### src/rtl/mf_pkg.sv
// Shared definitions for the median-filter read path: FSM state encoding
// and the bit positions of the frame tags that ride above the pixel data.
package mf_pkg;

    typedef enum logic [1:0] {
        ST_IDLE = 2'd0,
        ST_RUN  = 2'd1,
        ST_DONE = 2'd2
    } state_e;

    // Tag bits sit directly above the pixel: payload[WIDTH + TAG_x].
    localparam int TAG_SOF = 0;
    localparam int TAG_EOL = 1;
    localparam int TAG_EOF = 2;
    localparam int TAG_W   = 3;

endpackage

### src/rtl/skid_buffer.sv
// Two-entry valid/ready register slice. The upstream ready is purely the
// skid-empty flag, so the producer never sees the downstream ready.
module skid_buffer #(
    parameter int W = 8
) (
    input  logic         clk,
    input  logic         rst,
    input  logic         s_valid,
    input  logic [W-1:0] s_data,
    output logic         s_ready,
    output logic         m_valid,
    output logic [W-1:0] m_data,
    input  logic         m_ready
);

    logic         out_valid_q, out_valid_d;
    logic [W-1:0] out_data_q,  out_data_d;
    logic         skid_valid_q, skid_valid_d;
    logic [W-1:0] skid_data_q,  skid_data_d;
    logic         push;
    logic         accept;

    // Next-state for output and skid registers; skid always drains first.
    always_comb begin
        out_valid_d  = out_valid_q;
        out_data_d   = out_data_q;
        skid_valid_d = skid_valid_q;
        skid_data_d  = skid_data_q;
        push         = s_valid & ~skid_valid_q;
        accept       = out_valid_q & m_ready;
        if (accept && skid_valid_q) begin
            out_data_d   = skid_data_q;
            skid_valid_d = 1'b0;
        end else if (push && (!out_valid_q || accept)) begin
            out_valid_d = 1'b1;
            out_data_d  = s_data;
        end else if (push) begin
            skid_valid_d = 1'b1;
            skid_data_d  = s_data;
        end else if (accept) begin
            out_valid_d = 1'b0;
        end
    end

    // Register update with synchronous reset.
    always_ff @(posedge clk) begin
        if (rst) begin
            out_valid_q  <= 1'b0;
            out_data_q   <= '0;
            skid_valid_q <= 1'b0;
            skid_data_q  <= '0;
        end else begin
            out_valid_q  <= out_valid_d;
            out_data_q   <= out_data_d;
            skid_valid_q <= skid_valid_d;
            skid_data_q  <= skid_data_d;
        end
    end

    assign s_ready = ~skid_valid_q;
    assign m_valid = out_valid_q;
    assign m_data  = out_data_q;

endmodule

### src/rtl/fifo_pixel_reader.sv
// Drains one frame of IMG_W*IMG_H words from an FWFT FIFO and emits them
// as a tagged valid/ready pixel stream (sof / eol / eof).
//
// state   | meaning
// --------+-------------------------------------------------------------
// IDLE    | waiting for start; no pops
// RUN     | popping and tagging words until the eof beat is accepted
// DONE    | one-cycle frame_done pulse; start here chains the next frame
module fifo_pixel_reader
    import mf_pkg::*;
#(
    parameter int WIDTH = 8,
    parameter int IMG_W = 640,
    parameter int IMG_H = 480
) (
    input  logic             clk,
    input  logic             rst,
    input  logic             start,
    output logic             busy,
    output logic             frame_done,
    input  logic             fifo_empty,
    input  logic [WIDTH-1:0] fifo_dout,
    output logic             fifo_rd_en,
    output logic             m_valid,
    input  logic             m_ready,
    output logic [WIDTH-1:0] m_data,
    output logic             m_sof,
    output logic             m_eol,
    output logic             m_eof
);

    localparam int TOTAL = IMG_W * IMG_H;
    localparam int CNT_W = $clog2(TOTAL + 1);
    localparam int COL_W = (IMG_W > 1) ? $clog2(IMG_W) : 1;
    // A single-line frame would give a zero-width row counter; keep one bit.
    localparam int ROW_W = (IMG_H > 1) ? $clog2(IMG_H) : 1;
    localparam int PW    = WIDTH + TAG_W;

    state_e           state_q, state_d;
    logic [CNT_W-1:0] pop_cnt_q, pop_cnt_d;
    logic [COL_W-1:0] col_q, col_d;
    logic [ROW_W-1:0] row_q, row_d;

    logic             s_ready;
    logic             tag_sof, tag_eol, tag_eof;
    logic [PW-1:0]    in_payload;
    logic [PW-1:0]    out_payload;
    logic             out_valid;
    logic             eof_accept;

    // Pop strobe and tags depend only on registered state and fifo_empty.
    always_comb begin
        fifo_rd_en = (state_q == ST_RUN) && !fifo_empty
                     && (pop_cnt_q < CNT_W'(TOTAL)) && s_ready;
        tag_sof    = (pop_cnt_q == '0);
        tag_eol    = (col_q == COL_W'(IMG_W - 1));
        tag_eof    = tag_eol && (row_q == ROW_W'(IMG_H - 1));
        in_payload                   = '0;
        in_payload[WIDTH-1:0]        = fifo_dout;
        in_payload[WIDTH + TAG_SOF]  = tag_sof;
        in_payload[WIDTH + TAG_EOL]  = tag_eol;
        in_payload[WIDTH + TAG_EOF]  = tag_eof;
    end

    assign eof_accept = out_valid & m_ready & out_payload[WIDTH + TAG_EOF];

    // Frame FSM next-state, counter updates and status outputs.
    always_comb begin
        state_d    = state_q;
        pop_cnt_d  = pop_cnt_q;
        col_d      = col_q;
        row_d      = row_q;
        busy       = 1'b0;
        frame_done = 1'b0;
        case (state_q)
            ST_IDLE: begin
                if (start) begin
                    state_d   = ST_RUN;
                    pop_cnt_d = '0;
                    col_d     = '0;
                    row_d     = '0;
                end
            end
            ST_RUN: begin
                busy = 1'b1;
                if (fifo_rd_en) begin
                    // fifo_rd_en is already gated on pop_cnt < TOTAL,
                    // so this increment saturates at TOTAL.
                    pop_cnt_d = pop_cnt_q + CNT_W'(1);
                    if (tag_eol) begin
                        col_d = '0;
                        row_d = row_q + ROW_W'(1);
                    end else begin
                        col_d = col_q + COL_W'(1);
                    end
                end
                if (eof_accept) begin
                    state_d = ST_DONE;
                end
            end
            ST_DONE: begin
                frame_done = 1'b1;
                if (start) begin
                    state_d   = ST_RUN;
                    pop_cnt_d = '0;
                    col_d     = '0;
                    row_d     = '0;
                end else begin
                    state_d = ST_IDLE;
                end
            end
            default: begin
                state_d = ST_IDLE;
            end
        endcase
    end

    // State and counter registers with synchronous reset.
    always_ff @(posedge clk) begin
        if (rst) begin
            state_q   <= ST_IDLE;
            pop_cnt_q <= '0;
            col_q     <= '0;
            row_q     <= '0;
        end else begin
            state_q   <= state_d;
            pop_cnt_q <= pop_cnt_d;
            col_q     <= col_d;
            row_q     <= row_d;
        end
    end

    skid_buffer #(
        .W (PW)
    ) u_skid (
        .clk     (clk),
        .rst     (rst),
        .s_valid (fifo_rd_en),
        .s_data  (in_payload),
        .s_ready (s_ready),
        .m_valid (out_valid),
        .m_data  (out_payload),
        .m_ready (m_ready)
    );

    assign m_valid = out_valid;
    assign m_data  = out_payload[WIDTH-1:0];
    assign m_sof   = out_payload[WIDTH + TAG_SOF];
    assign m_eol   = out_payload[WIDTH + TAG_EOL];
    assign m_eof   = out_payload[WIDTH + TAG_EOF];

endmodule

### config.mk
export PLATFORM = sky130hd
export DESIGN_NAME = fifo_pixel_reader
export DESIGN_NICKNAME = d
export VERILOG_FILES = /design/src/rtl/mf_pkg.sv /design/src/rtl/skid_buffer.sv /design/src/rtl/fifo_pixel_reader.sv
export SDC_FILE = /design/constraint.sdc
export NUM_CORES = 1
export LEC_CHECK = 0
export ABC_AREA = 0
export CAP_MARGIN = 10
export CORE_ASPECT_RATIO = 0.9
export CORE_UTILIZATION = 55
export DETAILED_ROUTE_END_ITERATION = 7
export GPL_ROUTABILITY_DRIVEN = 1
export PLACE_DENSITY = 0.75
export SLEW_MARGIN = 30
export SYNTH_ARGS = -nofsm -noshare
export SYNTH_HDL_FRONTEND = slang
export SYNTH_HIERARCHICAL = 1
export SYNTH_SLANG_ARGS = --single-unit
### constraint.sdc
create_clock -name clk -period 2.4 [get_ports clk]
set_input_delay 0.24 -clock clk [delete_from_list [all_inputs] [get_ports clk]]
set_output_delay 0.24 -clock clk [all_outputs]
set_load 0.02 [all_outputs]
==> results.yml <==
drt:
  drc: 0
  finalWirelength_mm: 6.63
  firstDrtPassIters: 4
  drtIter0Drc: 135
  vias: 2566
  post_drt_via_cell_ratio: 5.65
  antenna_left: 0
  wl_per_cell_microns: 14.6
sta:
  setup_viol: 0
  maxSlewHeadroom: 0.638
  fin_crit_sh: 0.906
  maxSlewViolCount: 0
  finClkSkew_ps: 10.1
  fmax_mhz: 460
  holdWs_ps: 455
  worstMarginPinSlew_ps: 543
  min_period_ps: 2170
  grt_setup_unrepaired: "no"
  setup_tns_ps: 0
  hold_violations: 0
synthesis:
  synth_nets: 372
  yosys.area.top_type: "dfxtp_1"
  syn_area_per_cell_sq_um: 8.80
  synth-async-reset-ratio: 0
  synth_edf_count: 0
  yosysTopAreaCellShare: 0.410
  synth_cell_type_count: 48
  ys_seq_area_frac: 0.410
  synthTopCellsByArea: "dfxtp_1 41%, xnor2_1 6.7%, a21oi_1 5.8%"
  synth-seq-cells: 64
  yosysWarningCount: 6
  syn_area_sq_um: 3120
  syn_inst: 355
  ys_dominant_reg_cell: "dfxtp_1"
placed_design:
  gp_congestion: 0.857
  portBuffers: 27
  dp_hpwl_mm: 4.53
floorplanning:
  die_h_microns: 73.5
  floorplan.initialDensity: 0.584
  rows: 25
  coreArea_sq_um: 5350
  dieArea_sq_um: 5980
  io_pins: 28
  die_w_microns: 81.4
worst_setup_path:
  critPathBufInv: 2
  cp.required_ps: 2160
  path_class: "flop to output pin"
  crit_start: "state_q[0]$_SDFFE_PP0P_"
  worstSetupEndpoint: "fifo_rd_en"
  critPathArrivalTime_ps: 1930
  ff2ff_path_depth: 6
  crit_chain: "and2b_2 -> o2111ai_2 -> inv_1 -> clkdlybuf4s50_1"
  worst_path_max_delay_cell: "clkdlybuf4s50_1"
  r2r_start: "col_q[0]$_SDFFE_PP0P_"
  critPathMaxFanout: 6
  start_kind: "flop"
  r2r_setup_slack_ps: 320
  cp_top_family: "buffers and inverters"
  crit_path_max_incr_delay_ps: 640
  reg2reg_to: "row_q[7]$_SDFFE_PP0P_"
  crit_path_end_kind: "output pin"
  cp.depth: 4
clock_tree:
  cts_root_buf: "clkbuf_8"
  path_clk_slew_ps: 70
  clk_path_buf_depth: 2
  cts_sinks: 64
  clk_latency_ps: 340
  htreeDepth: 3
  cts_hold_buf: 0
  cts_made_buffers: 9
  cts_resized: 0
  cts_tree: "yes"
  post_cts_buffers: 0
job:
  drv_cap: 0
status:
  run_status: "finished, final reports clean"
grt:
  grt_pass1_wl_mm: 10.8
  grt_pass1_vias: 2342
  grt_max_degree: 38
  overflow: 0
  track_usage: 0.240
  antenna_found_initial: 0
cells_and_area:
  area.sequential_sq_um: 1280
  n_fill_cell: 422
  nets: 399
  multiInputGateArea_sq_um: 1640
  area_growth_pct: 17.4
  mostFrequentLayoutCell: "dfxtp_1"
  drive_gt1_frac: 0.114
  mostFrequentLayoutCells: "64 x dfxtp_1, 42 x nand2_1, 36 x a21oi_1"
  antennaDiodeCount: 0
power_and_ir_drop:
  powerDensity_nw_per_um2: 633
  irDropWorstVdd_mv: 0.493
  p_leak_nw: 1.13
worst_hold_path:
  min_path_cells: 2
  hold_class: "flop to flop"
-- power breakdown --
group          total (W)  internal, W  switching, W  leakage, nW
clock            0.00100     0.000613      0.000390        0.108
sequential       0.00110      0.00108     0.0000167        0.518
combinational   0.000219    0.0000926      0.000127        0.504
-- registers in the layout, summed over array words and instances (netlist names) --
register	count
col_q	10
u_skid/m_valid	1
u_skid/skid_valid_q	1
state_q	2
u_skid/skid_data_q	11
u_skid/m_data	11
row_q	9
pop_cnt_q	19
-- metrics by stage --
| stage | utilization | std cells | area (sq um) | setup WS, ps | power, W |
|---|---|---|---|---|---|
| 2_1_floorplan | - | 355 | 3120 | 404 | 0.00125 |
| 3_3_place_gp | 0.645 | 438 | 3450 | 327 | 0.00134 |
| 3_5_place_dp | 0.645 | 438 | 3450 | 263 | 0.00134 |
| 4_1_cts | 0.685 | 454 | 3670 | 203 | 0.00234 |
| 5_1_grt | 0.685 | 454 | 3670 | 106 | 0.00240 |
| 6_report | 0.685 | 454 | 3670 | 226 | 0.00232 |
-- worst register-to-register path: cells and delay by family (launching register included) --
family | cells | cell delay [ps]
AOI/OAI and AO/OA | 2 | 980
adders and majority gates | 1 | 250
and+or+nand+nor | 2 | 220
DFF | 1 | 390
xor gates and xnor gates | 1 | 150
-- Yosys cell counts (4+ instances only) --
cell type  number
nand2b_1        6
clkbuf_1       10
xnor2_1        24
o21ai_0         4
and4_1          4
a211oi_2        4
o221a_1        11
a2111oi_2       5
a311oi_1        6
ha_1            4
inv_1          23
nand4_1         6
a211oi_1        7
nor3_1          7
nand2_1        42
nor2_1         30
dfxtp_1        64
a21oi_1        36
buf_2           6
nor4_1          5
nand3_1        14
-- metal layers --
layer	wire length, microns	global-route usage
met1	3190	0.323
met2	3000	0.364
met3	365	0.0832
met4	72	0.0615
met5	0	0
-- cell type report --
| type | instances | area share |
|---|---|---|
| Sequential cell | 64 | 0.349 |
| Inverter | 23 | 0.0235 |
| Clock buffer | 13 | 0.0406 |
| Tap cell | 67 | 0.0229 |
| Multi-Input combinational cell | 247 | 0.448 |
| Timing Repair Buffer | 37 | 0.0976 |
| Clock inverter | 3 | 0.0177 |
-- logic make-up (layout without fill, tap and decap cells) --
family | after synthesis | after routing | synth area share
adders and majority gates | 4 | 4 | 0.0160
AOI/OAI and AO/OA | 88 | 88 | 0.235
xor gates and xnor gates | 24 | 24 | 0.0673
DFF | 64 | 64 | 0.410
and+or+nand+nor | 131 | 131 | 0.208
buffers and inverters | 44 | 76 | 0.0637
-- worst min path at each step --
stage | startpoint | endpoint
6_report | u_skid/skid_data_q[4]$_SDFFE_PP0P_ | u_skid/skid_data_q[4]$_SDFFE_PP0P_
5_1_grt | u_skid/skid_data_q[9]$_SDFFE_PP0P_ | u_skid/skid_data_q[9]$_SDFFE_PP0P_
4_1_cts | u_skid/skid_data_q[2]$_SDFFE_PP0P_ | u_skid/skid_data_q[2]$_SDFFE_PP0P_
3_5_place_dp | u_skid/skid_data_q[2]$_SDFFE_PP0P_ | u_skid/skid_data_q[2]$_SDFFE_PP0P_
3_3_place_gp | u_skid/skid_data_q[3]$_SDFFE_PP0P_ | u_skid/skid_data_q[3]$_SDFFE_PP0P_
2_1_floorplan | rst | col_q[2]$_SDFFE_PP0P_
Note: power is estimated with default switching activity, not from simulation.
